`config.mk`:
```
export PLATFORM = sky130hd
export DESIGN_NAME = request_arbiter_flat
export DESIGN_NICKNAME = d
export VERILOG_FILES = /design/src/rtl/request_arbiter_pkg.sv /design/src/rtl/request_arbiter_if.sv /design/src/rtl/request_counter.sv /design/src/rtl/request_arbiter.sv /design/src/flat_wrapper.sv
export SDC_FILE = /design/constraint.sdc
export NUM_CORES = 1
export LEC_CHECK = 0
export ABC_AREA = 1
export CAP_MARGIN = 20
export CORE_ASPECT_RATIO = 1.1
export CORE_MARGIN = 1
export CORE_UTILIZATION = 52
export DETAILED_ROUTE_END_ITERATION = 10
export PLACE_DENSITY = 0.78
export SLEW_MARGIN = 20
export SYNTH_ARGS = -nofsm -noshare
export SYNTH_HDL_FRONTEND = slang
export SYNTH_HIERARCHICAL = 1
export SYNTH_SLANG_ARGS = --single-unit
```
`constraint.sdc`:
```
create_clock -name clk -period 4.8 [get_ports clk]
set_input_delay 0.96 -clock clk [delete_from_list [all_inputs] [get_ports clk]]
set_output_delay 0.96 -clock clk [all_outputs]
set_load 0.01 [all_outputs]
```
`src/rtl/request_arbiter_pkg.sv`:
```
// Shared constants and helpers for the request arbiter.
//   YES/NO, HIGH/LOW : single-bit truth and level constants
//   wrap_inc         : increment an index, wrapping modulo a channel count
package request_arbiter_pkg;

  localparam logic YES  = 1'b1;
  localparam logic NO   = 1'b0;
  localparam logic HIGH = 1'b1;
  localparam logic LOW  = 1'b0;

  function automatic int unsigned wrap_inc(input int unsigned idx, input int unsigned n);
    return (idx + 1 >= n) ? 0 : idx + 1;
  endfunction

endpackage

```
`src/rtl/request_arbiter_if.sv`:
```
// Handshake bundle between event sources / consumer and the request arbiter.
//   made            per-channel request pulse
//   taken           consumer acknowledges the current grant
//   overflow_clear  clears all sticky overflow flags
//   request         a grant is valid
//   request_channel granted channel index
//   pending         per-channel count != 0
//   overflow        sticky per-channel overflow
// master: the driving side (sources + consumer); slave: the arbiter.
interface request_arbiter_if #(
  parameter int unsigned CHANNELS = 4
) ();
  localparam int unsigned CHANNEL_WIDTH = (CHANNELS > 1) ? $clog2(CHANNELS) : 1;

  logic [CHANNELS-1:0]      made;
  logic                     taken;
  logic                     overflow_clear;
  logic                     request;
  logic [CHANNEL_WIDTH-1:0] request_channel;
  logic [CHANNELS-1:0]      pending;
  logic [CHANNELS-1:0]      overflow;

  modport master (
    output made, taken, overflow_clear,
    input  request, request_channel, pending, overflow
  );

  modport slave (
    input  made, taken, overflow_clear,
    output request, request_channel, pending, overflow
  );
endinterface

```
`src/rtl/request_counter.sv`:
```
// One channel's saturating up/down request counter with sticky overflow.
//   clk, reset      clock; asynchronous active-high reset
//   made            increment request
//   take            decrement request (channel's grant acknowledged)
//   overflow_clear  clears the sticky overflow flag
//   count           outstanding requests, 0..DEPTH
//   overflow        set when a made is dropped at DEPTH
module request_counter
  import request_arbiter_pkg::*;
#(
  parameter int unsigned DEPTH       = 1,
  parameter int unsigned COUNT_WIDTH = $clog2(DEPTH + 1)
) (
  input  logic                   clk,
  input  logic                   reset,
  input  logic                   made,
  input  logic                   take,
  input  logic                   overflow_clear,
  output logic [COUNT_WIDTH-1:0] count,
  output logic                   overflow
);
  localparam logic [COUNT_WIDTH-1:0] Max = COUNT_WIDTH'(DEPTH);

  logic [COUNT_WIDTH-1:0] count_q, count_d;
  logic                   overflow_q, overflow_d;
  logic                   sat;

  always_comb begin
    count_d = count_q;
    sat     = NO;
    if (made && !take) begin
      if (count_q == Max) sat = YES;
      else                count_d = count_q + COUNT_WIDTH'(1);
    end else if (!made && take && count_q != '0) begin
      count_d = count_q - COUNT_WIDTH'(1);
    end
    // A fresh overflow beats a same-cycle clear.
    overflow_d = sat | (overflow_q & ~overflow_clear);
  end

  always_ff @(posedge clk or posedge reset) begin
    if (reset) begin
      count_q    <= '0;
      overflow_q <= NO;
    end else begin
      count_q    <= count_d;
      overflow_q <= overflow_d;
    end
  end

  assign count    = count_q;
  assign overflow = overflow_q;
endmodule

```
`src/rtl/request_arbiter.sv`:
```
// Multi-channel request arbiter: per-channel request counters feeding a
// round-robin grant presented to a single consumer.
//   clk, reset  clock; asynchronous active-high reset
//   bus         request_arbiter_if.slave (made/taken/overflow_clear in,
//               request/request_channel/pending/overflow out)
module request_arbiter
  import request_arbiter_pkg::*;
#(
  parameter int unsigned CHANNELS = 4,
  parameter int unsigned DEPTH    = 1
) (
  input logic               clk,
  input logic               reset,
  request_arbiter_if.slave  bus
);
  localparam int unsigned COUNT_WIDTH   = $clog2(DEPTH + 1);
  localparam int unsigned CHANNEL_WIDTH = (CHANNELS > 1) ? $clog2(CHANNELS) : 1;

  logic [COUNT_WIDTH-1:0]   count [CHANNELS];
  logic [CHANNELS-1:0]      take, nz_next, ovf;
  logic                     request_q;
  logic [CHANNEL_WIDTH-1:0] request_channel_q;
  logic [CHANNEL_WIDTH-1:0] ptr_q, ptr_d, pick;
  logic [CHANNELS-1:0]      pending_q, shifted;
  logic                     found, reload;
  int unsigned              idx;

  for (genvar i = 0; i < CHANNELS; i++) begin : g_chan
    assign take[i] = bus.taken && request_q && (request_channel_q == CHANNEL_WIDTH'(i));

    request_counter #(
      .DEPTH       (DEPTH),
      .COUNT_WIDTH (COUNT_WIDTH)
    ) u_counter (
      .clk            (clk),
      .reset          (reset),
      .made           (bus.made[i]),
      .take           (take[i]),
      .overflow_clear (bus.overflow_clear),
      .count          (count[i]),
      .overflow       (ovf[i])
    );

    // Post-update count is nonzero; mirrors the counter's next-state rules.
    assign nz_next[i] = bus.made[i] | (count[i] > COUNT_WIDTH'(1)) |
                        ((count[i] == COUNT_WIDTH'(1)) & ~take[i]);
  end

  always_comb begin
    ptr_d = ptr_q;
    if (bus.taken && request_q) begin
      ptr_d = CHANNEL_WIDTH'(wrap_inc(32'(request_channel_q), CHANNELS));
    end
  end

  // Round-robin search over post-update counts starting at the updated
  // pointer, so an acknowledged channel goes to the back of the line.
  always_comb begin
    found   = NO;
    pick    = '0;
    idx     = 0;
    shifted = '0;
    for (int unsigned j = 0; j < CHANNELS; j++) begin
      idx = 32'(ptr_d) + j;
      if (idx >= CHANNELS) idx = idx - CHANNELS;
      shifted = nz_next >> idx;
      if (!found && shifted[0]) begin
        found = YES;
        pick  = CHANNEL_WIDTH'(idx);
      end
    end
  end

  assign reload = !request_q || bus.taken;

  always_ff @(posedge clk or posedge reset) begin
    if (reset) begin
      request_q         <= NO;
      request_channel_q <= '0;
      ptr_q             <= '0;
      pending_q         <= '0;
    end else begin
      ptr_q     <= ptr_d;
      pending_q <= nz_next;
      if (reload) begin
        request_q         <= found;
        request_channel_q <= pick;
      end
    end
  end

  assign bus.request         = request_q;
  assign bus.request_channel = request_channel_q;
  assign bus.pending         = pending_q;
  assign bus.overflow        = ovf;
endmodule

```
`src/flat_wrapper.sv`:
```
// flat-port wrapper written by rule: the top's interface ports become plain ports
module request_arbiter_flat import request_arbiter_pkg::*;
#(
  parameter int unsigned CHANNELS = 4,
  parameter int unsigned DEPTH    = 1
)
  (clk, reset, bus_made, bus_taken, bus_overflow_clear, bus_request, bus_request_channel, bus_pending, bus_overflow);
  request_arbiter_if #(.CHANNELS(CHANNELS)) bus_i ();
  input logic clk;
  input logic reset;
  input wire logic [$bits(bus_i.made)-1:0] bus_made;
  input wire logic [$bits(bus_i.taken)-1:0] bus_taken;
  input wire logic [$bits(bus_i.overflow_clear)-1:0] bus_overflow_clear;
  output wire logic [$bits(bus_i.request)-1:0] bus_request;
  output wire logic [$bits(bus_i.request_channel)-1:0] bus_request_channel;
  output wire logic [$bits(bus_i.pending)-1:0] bus_pending;
  output wire logic [$bits(bus_i.overflow)-1:0] bus_overflow;
  assign bus_i.made = bus_made;
  assign bus_i.taken = bus_taken;
  assign bus_i.overflow_clear = bus_overflow_clear;
  assign bus_request = bus_i.request;
  assign bus_request_channel = bus_i.request_channel;
  assign bus_pending = bus_i.pending;
  assign bus_overflow = bus_i.overflow;
  request_arbiter #(.CHANNELS(CHANNELS), .DEPTH(DEPTH)) u_core (.clk(clk), .reset(reset), .bus(bus_i));
endmodule
```
== Yosys cells after proc, flatten, opt, wreduce, memory -nomap -nowiden ==
Cells that the tools add are included.

* Output and inout port bits: 11
* Register bits after elaboration: 17
* Logic and storage cells: 141

* Reductions and logical operators: 38
* Eq/ne operators: 3
* Bitwise gates (word level): 25
* Shifts and indexed selects: 4
* Muxes and demuxes: 34
* Add/subtract/negate cells: 16
* Magnitude comparators: 9

{| class="wikitable"
|+ Operators by type and width
! kind !! count
|-
| $mux 32 || 4
|-
| $shr 4x32->1 || 4
|-
| $ge 32x3->1 const B || 3
|-
| $sub 32x3->32 const B || 3
|-
| $mux 1 || 24
|-
| $logic_and 1x1->1 || 20
|-
| $logic_not 1->1 || 12
|-
| $mux 2 || 6
|-
| $or 1x1->1 || 12
|-
| $and 1x1->1 || 8
|-
| $reduce_bool 2->1 || 4
|-
| $add 2x1->3 const B || 2
|-
| $add 2x2->3 const B || 2
|-
| $not 1->1 || 5
|-
| $add 1x1->1 const B || 4
|-
| $eq 2x2->1 const B || 2
|-
| $gt 1x1->1 const B || 4
|-
| $sub 1x1->1 const B || 4
|-
| $sub 2x3->4 const B || 1
|-
| $ge 2x3->1 const B || 1
|-
| $ge 3x3->1 const B || 1
|-
| $eq 2x1->1 const B || 1
|-
| $logic_not 2->1 || 1
|-
| $logic_or 1x1->1 || 1
|}

== Longest topological paths before layout ==
* Depth in word-level cells: 17
* Depth in mapped cells: 16
* Gate-level depth less buffers: 16

== By module ==
Netlist, hierarchy kept.

{| class="wikitable"
|+ By module, submodules not included
! module !! times used !! area each (um2) !! cells each
|-
| request_arbiter || 1 || 760.7 || 107
|-
| request_counter || 4 || 92.6 || 11
|}

== Worst setup path after synthesis ==
OpenSTA, ideal clock, no wires.

* Path type: input -> register
* From: input bus_taken
* To: register u_core.request_channel_q[1], in the netlist u_core/bus.request_channel[1]
* Setup time: 0.116 ns
* Required time: 4.684 ns
* Slack: 2.439 ns
* Arrival: 2.245 ns
* Buffers on the path: 0
* Cell stages on the path: 14
* Path through: nand2_4 -> nand2_1 -> o21ai_4 -> inv_2 -> ha_1 -> inv_1 -> nand2_1 -> nand2_4 -> nor2_4 -> nand3_1 -> nand2_1 -> nand2_1 -> nand2_1 -> nand2_1

* Elaborated cells between the ends (all ways): 51

{| class="wikitable"
|+ RTL lines
! item !! RTL line !! text
|-
| from (decl) || flat_wrapper.sv:12 || <nowiki>input wire logic [$bits(bus_i.taken)-1:0] bus_taken;</nowiki>
|-
| $logic_and 1x1->1 * || request_arbiter.sv:51 || <nowiki>if (bus.taken && request_q) begin</nowiki>
|-
| $mux 2 * || request_arbiter.sv:51 ||
|-
| net u_core.ptr_d[1] || request_arbiter.sv:23 || <nowiki>logic [CHANNEL_WIDTH-1:0] ptr_q, ptr_d, pick;</nowiki>
|-
| parallel branches: the longest is 12 deep, another holds $sub 32x3->32 || n/a ||
|-
| $mux 2 * || request_arbiter.sv:67 || <nowiki>if (!found && shifted[0]) begin</nowiki>
|-
| to (signal assigned) || request_arbiter.sv:87 || <nowiki>request_channel_q <= pick;</nowiki>
|-
| to (decl) || request_arbiter.sv:22 || <nowiki>logic [CHANNEL_WIDTH-1:0] request_channel_q;</nowiki>
|}

Mark *: on every way through the listed nets, which the timed path passes.
A chain may end at the register's enable or synchronous reset.

== Worst setup path after layout ==
Ends and elaborated chain as after synthesis.

==> results.yml <==
sta:
  slew_violations: 0
  fmaxAchievable_ghz: 0.349
  max_slew.worst_pin.slew_ns: 0.365
  period_share_pct: 59.7
  finalHoldViolCount: 0
  finalSetupTns_ns: 0
  rsz0062_at_grt: "no"
  finalSetupViolCount: 0
  skew_ns: 0.00687
  fin_crit_ns: 2.87
  slew_headroom_pct: 75.7
  setup_slack_ns: 1.93
critical_path:
  cp.required_ns: 5.00
  crit_path_max_incr_delay_ns: 0.61
  reg2reg_from: "u_core/bus.request_channel[0]$_DFFE_PP0P_"
  worstSetupStartpoint: "bus_taken"
  worstReg2RegEnd: "u_core/bus.request_channel[1]$_DFFE_PP0P_"
  cpMostUsedCell: "nand2_1"
  worst-path-stages: 14
  cp_max_fo: 7
  arrival_ns: 3.06
  crit_end: "u_core/bus.request_channel[1]$_DFFE_PP0P_"
  critPathTopFamily: "buffers and inverters"
  worst-r2r-cell-count: 14
  rrSetupSlack_ns: 2.42
  cp_slowest_cell: "clkdlybuf4s50_1"
  cp-end-kind: "flip-flop"
  cp_num_buf_inv: 3
  crit_type: "in2reg"
  cp_cell_sequence: "clkdlybuf4s50_1 > nand2_4 > o21ai_4 > inv_2 > ha_1 > inv_1 > nand2_1 > nand2_4 > nor2_4 > nand3_1 > nand2_1 > nand2_1 > nand2_1 > nand2_1"
  cp-start-kind: "primary input"
finish:
  fillCellCount: 171
  post-route-util_pct: 67.9
  drive_gt1_share_pct: 17.3
  nets: 190
  diodes: 0
  syn_to_final_growth_pct: 21.3
  seq_area_um2: 425
  layout_common_cells: "nand2_1 (43), inv_1 (29), clkdlybuf4s50_1 (18), dfrtp_1 (17), nand3_1 (11)"
  final_common_cell: "nand2_1"
  multi_input_area_um2: 571
  finish.instance_area_um2: 1370
synth:
  synth_area_per_cell_um2: 7.49
  ys_seq_area_share_pct: 37.6
  ys_ff_latch: 17
  synthCells: 151
  netlist_area_um2: 1130
  syn-num-nets: 167
  ys_types: 16
  yosysWarnings: 6
placed_design:
  gp_congestion: 0.861
  portBuffers: 18
  placed_cell_area_um2: 1350
  hpwl_um: 1750
  preCtsSetupSlack_ns: 1.62
outcome:
  status: "finished, final reports clean"
power:
  p_clk_share_pct: 8.6
  p_comb_share_pct: 66.3
  seqPwrFrac_pct: 25.1
  leakagePower_uw: 0.000776
  p_per_area_nw_per_um2: 667
  power_switching_share_pct: 50.0
  switchingPower_uw: 458
  internal_power_uw: 457
  ir_drop_uv: 508
global_route:
  grt_pass1_wl_um: 3800
  grt-ovfl-total: 0
  track_usage_pct: 22.1
  grt_pass1_vias: 915
  grt_max_degree: 10
  antenna_found_initial: 0
clock_network:
  postCtsSetupRepairBufs: 0
  cts_htree_levels: 1
  clock_sinks: 17
  postCtsHoldBufs: 0
  cts_root_buf: "clkbuf_4"
  path_clk_slew_ns: 0.10
  cts_resized: 0
  cts-buffers-inserted: 3
  clockBufferDepth: 2
  tritoncts: "done"
  clock_latency_ns: 0.29
die:
  core_um2: 2020
  num_rows: 17
  start_util_pct: 56.0
  io-pin-count: 19
  die-area_um2: 2370
  die_y_um: 50.9
  die_x_um: 46.5
routing:
  num_vias: 969
  firstDrtPassIters: 4
  drt-initial-drc-count: 28
  via_per_inst: 4.82
  routed_wl_um: 2130
  drc: 0
  drtAntennaViolNets: 0
  wl_per_cell_um: 10.6
flow_run:
  cap_violations: 0
hold_path:
  hold_class: "reg2reg"
-- logic make-up (layout without fill, tap and decap cells) --
logic type                 after synthesis  after routing  share of synthesized area [%]
DFF                                     17             17                           37.6
AOI/OAI and AO/OA                       13             13                           9.73
and+or+nand+nor                         77             77                           31.9
adders and majority gates                8              8                           8.85
buffers and inverters                   36             58                           11.9
-- sequential cells by signal (all words and copies together), names as in the netlist --
name and cells:
u_core/bus.pending 4, u_core/bus.request 1, u_core/bus.request_channel 2, u_core/g_chan.u_counter/count 4, u_core/g_chan.u_counter/overflow 4, u_core/ptr_q 2
-- through the flow --
step,hold WS (ns),std cells,total power (µW)
4_1_cts,0.491,201,915
6_report,0.489,201,915
3_3_place_gp,0.468,197,807
2_1_floorplan,0.481,151,679
5_1_grt,0.498,201,1020
3_5_place_dp,0.468,197,836
-- layer usage --
layer,global-route usage (%),share of wire [%],wire [µm]
met5,0,0,0
met2,40.5,52,1110
met3,3.18,3.1,65
met1,25.3,44,929
met4,5.88,0.85,18
-- cells in the mapped netlist --
master / n / share of area (%)
a21oi_1: 5 / 2.2
o2111ai_1: 1 / 0.77
nand3_1: 11 / 4.9
inv_2: 6 / 2.0
inv_1: 29 / 9.6
ha_1: 8 / 8.8
o21ai_2: 5 / 3.9
o21ai_4: 2 / 2.9
nand4_1: 1 / 0.55
clkinv_1: 1 / 0.33
nor2_4: 1 / 1.0
nand2_4: 3 / 3.0
dfrtp_1: 17 / 38
nand2_2: 10 / 5.5
nor2_1: 8 / 2.7
nand2_1: 43 / 14
-- final cells by class --
type / count / area share [%]
multi-input combinational: 98 / 41.6
sequential: 17 / 31.0
timing repair buffer: 18 / 13.1
inverter: 36 / 9.85
tap: 28 / 2.55
clock buffer: 4 / 1.91
-- how the worst min path moves through the flow --
| stage | start | slack [ns] | end | cells past startpoint |
|---|---|---|---|---|
| floorplan | u_core/g_chan[0].u_counter/count$_DFFE_PP0P_ | 0.48 | u_core/bus.pending[0]$_DFF_PP0_ | 2 |
| global placement | u_core/g_chan[1].u_counter/overflow$_DFF_PP0_ | 0.47 | u_core/g_chan[1].u_counter/overflow$_DFF_PP0_ | 2 |
| detailed placement | u_core/g_chan[1].u_counter/overflow$_DFF_PP0_ | 0.47 | u_core/g_chan[1].u_counter/overflow$_DFF_PP0_ | 2 |
| CTS | u_core/g_chan[1].u_counter/overflow$_DFF_PP0_ | 0.49 | u_core/g_chan[1].u_counter/overflow$_DFF_PP0_ | 2 |
| global route | u_core/g_chan[1].u_counter/overflow$_DFF_PP0_ | 0.50 | u_core/g_chan[1].u_counter/overflow$_DFF_PP0_ | 2 |
| finish | u_core/g_chan[1].u_counter/overflow$_DFF_PP0_ | 0.49 | u_core/g_chan[1].u_counter/overflow$_DFF_PP0_ | 2 |
-- tightest hold or removal path, cell delays in order, from the launching register on --
cell     delay [ns]
dfrtp_1        0.35
nand2_1        0.06
o21ai_2        0.04
-- power by group through the flow --
stage	sequential [µW]	clock, µW	combinational, µW
floorplan	243	0	435
global placement	232	0	575
detailed placement	233	0	603
CTS	231	79.5	605
global route	237	85.5	695
finish	230	78.8	606
(Power assumes the default switching activity.)
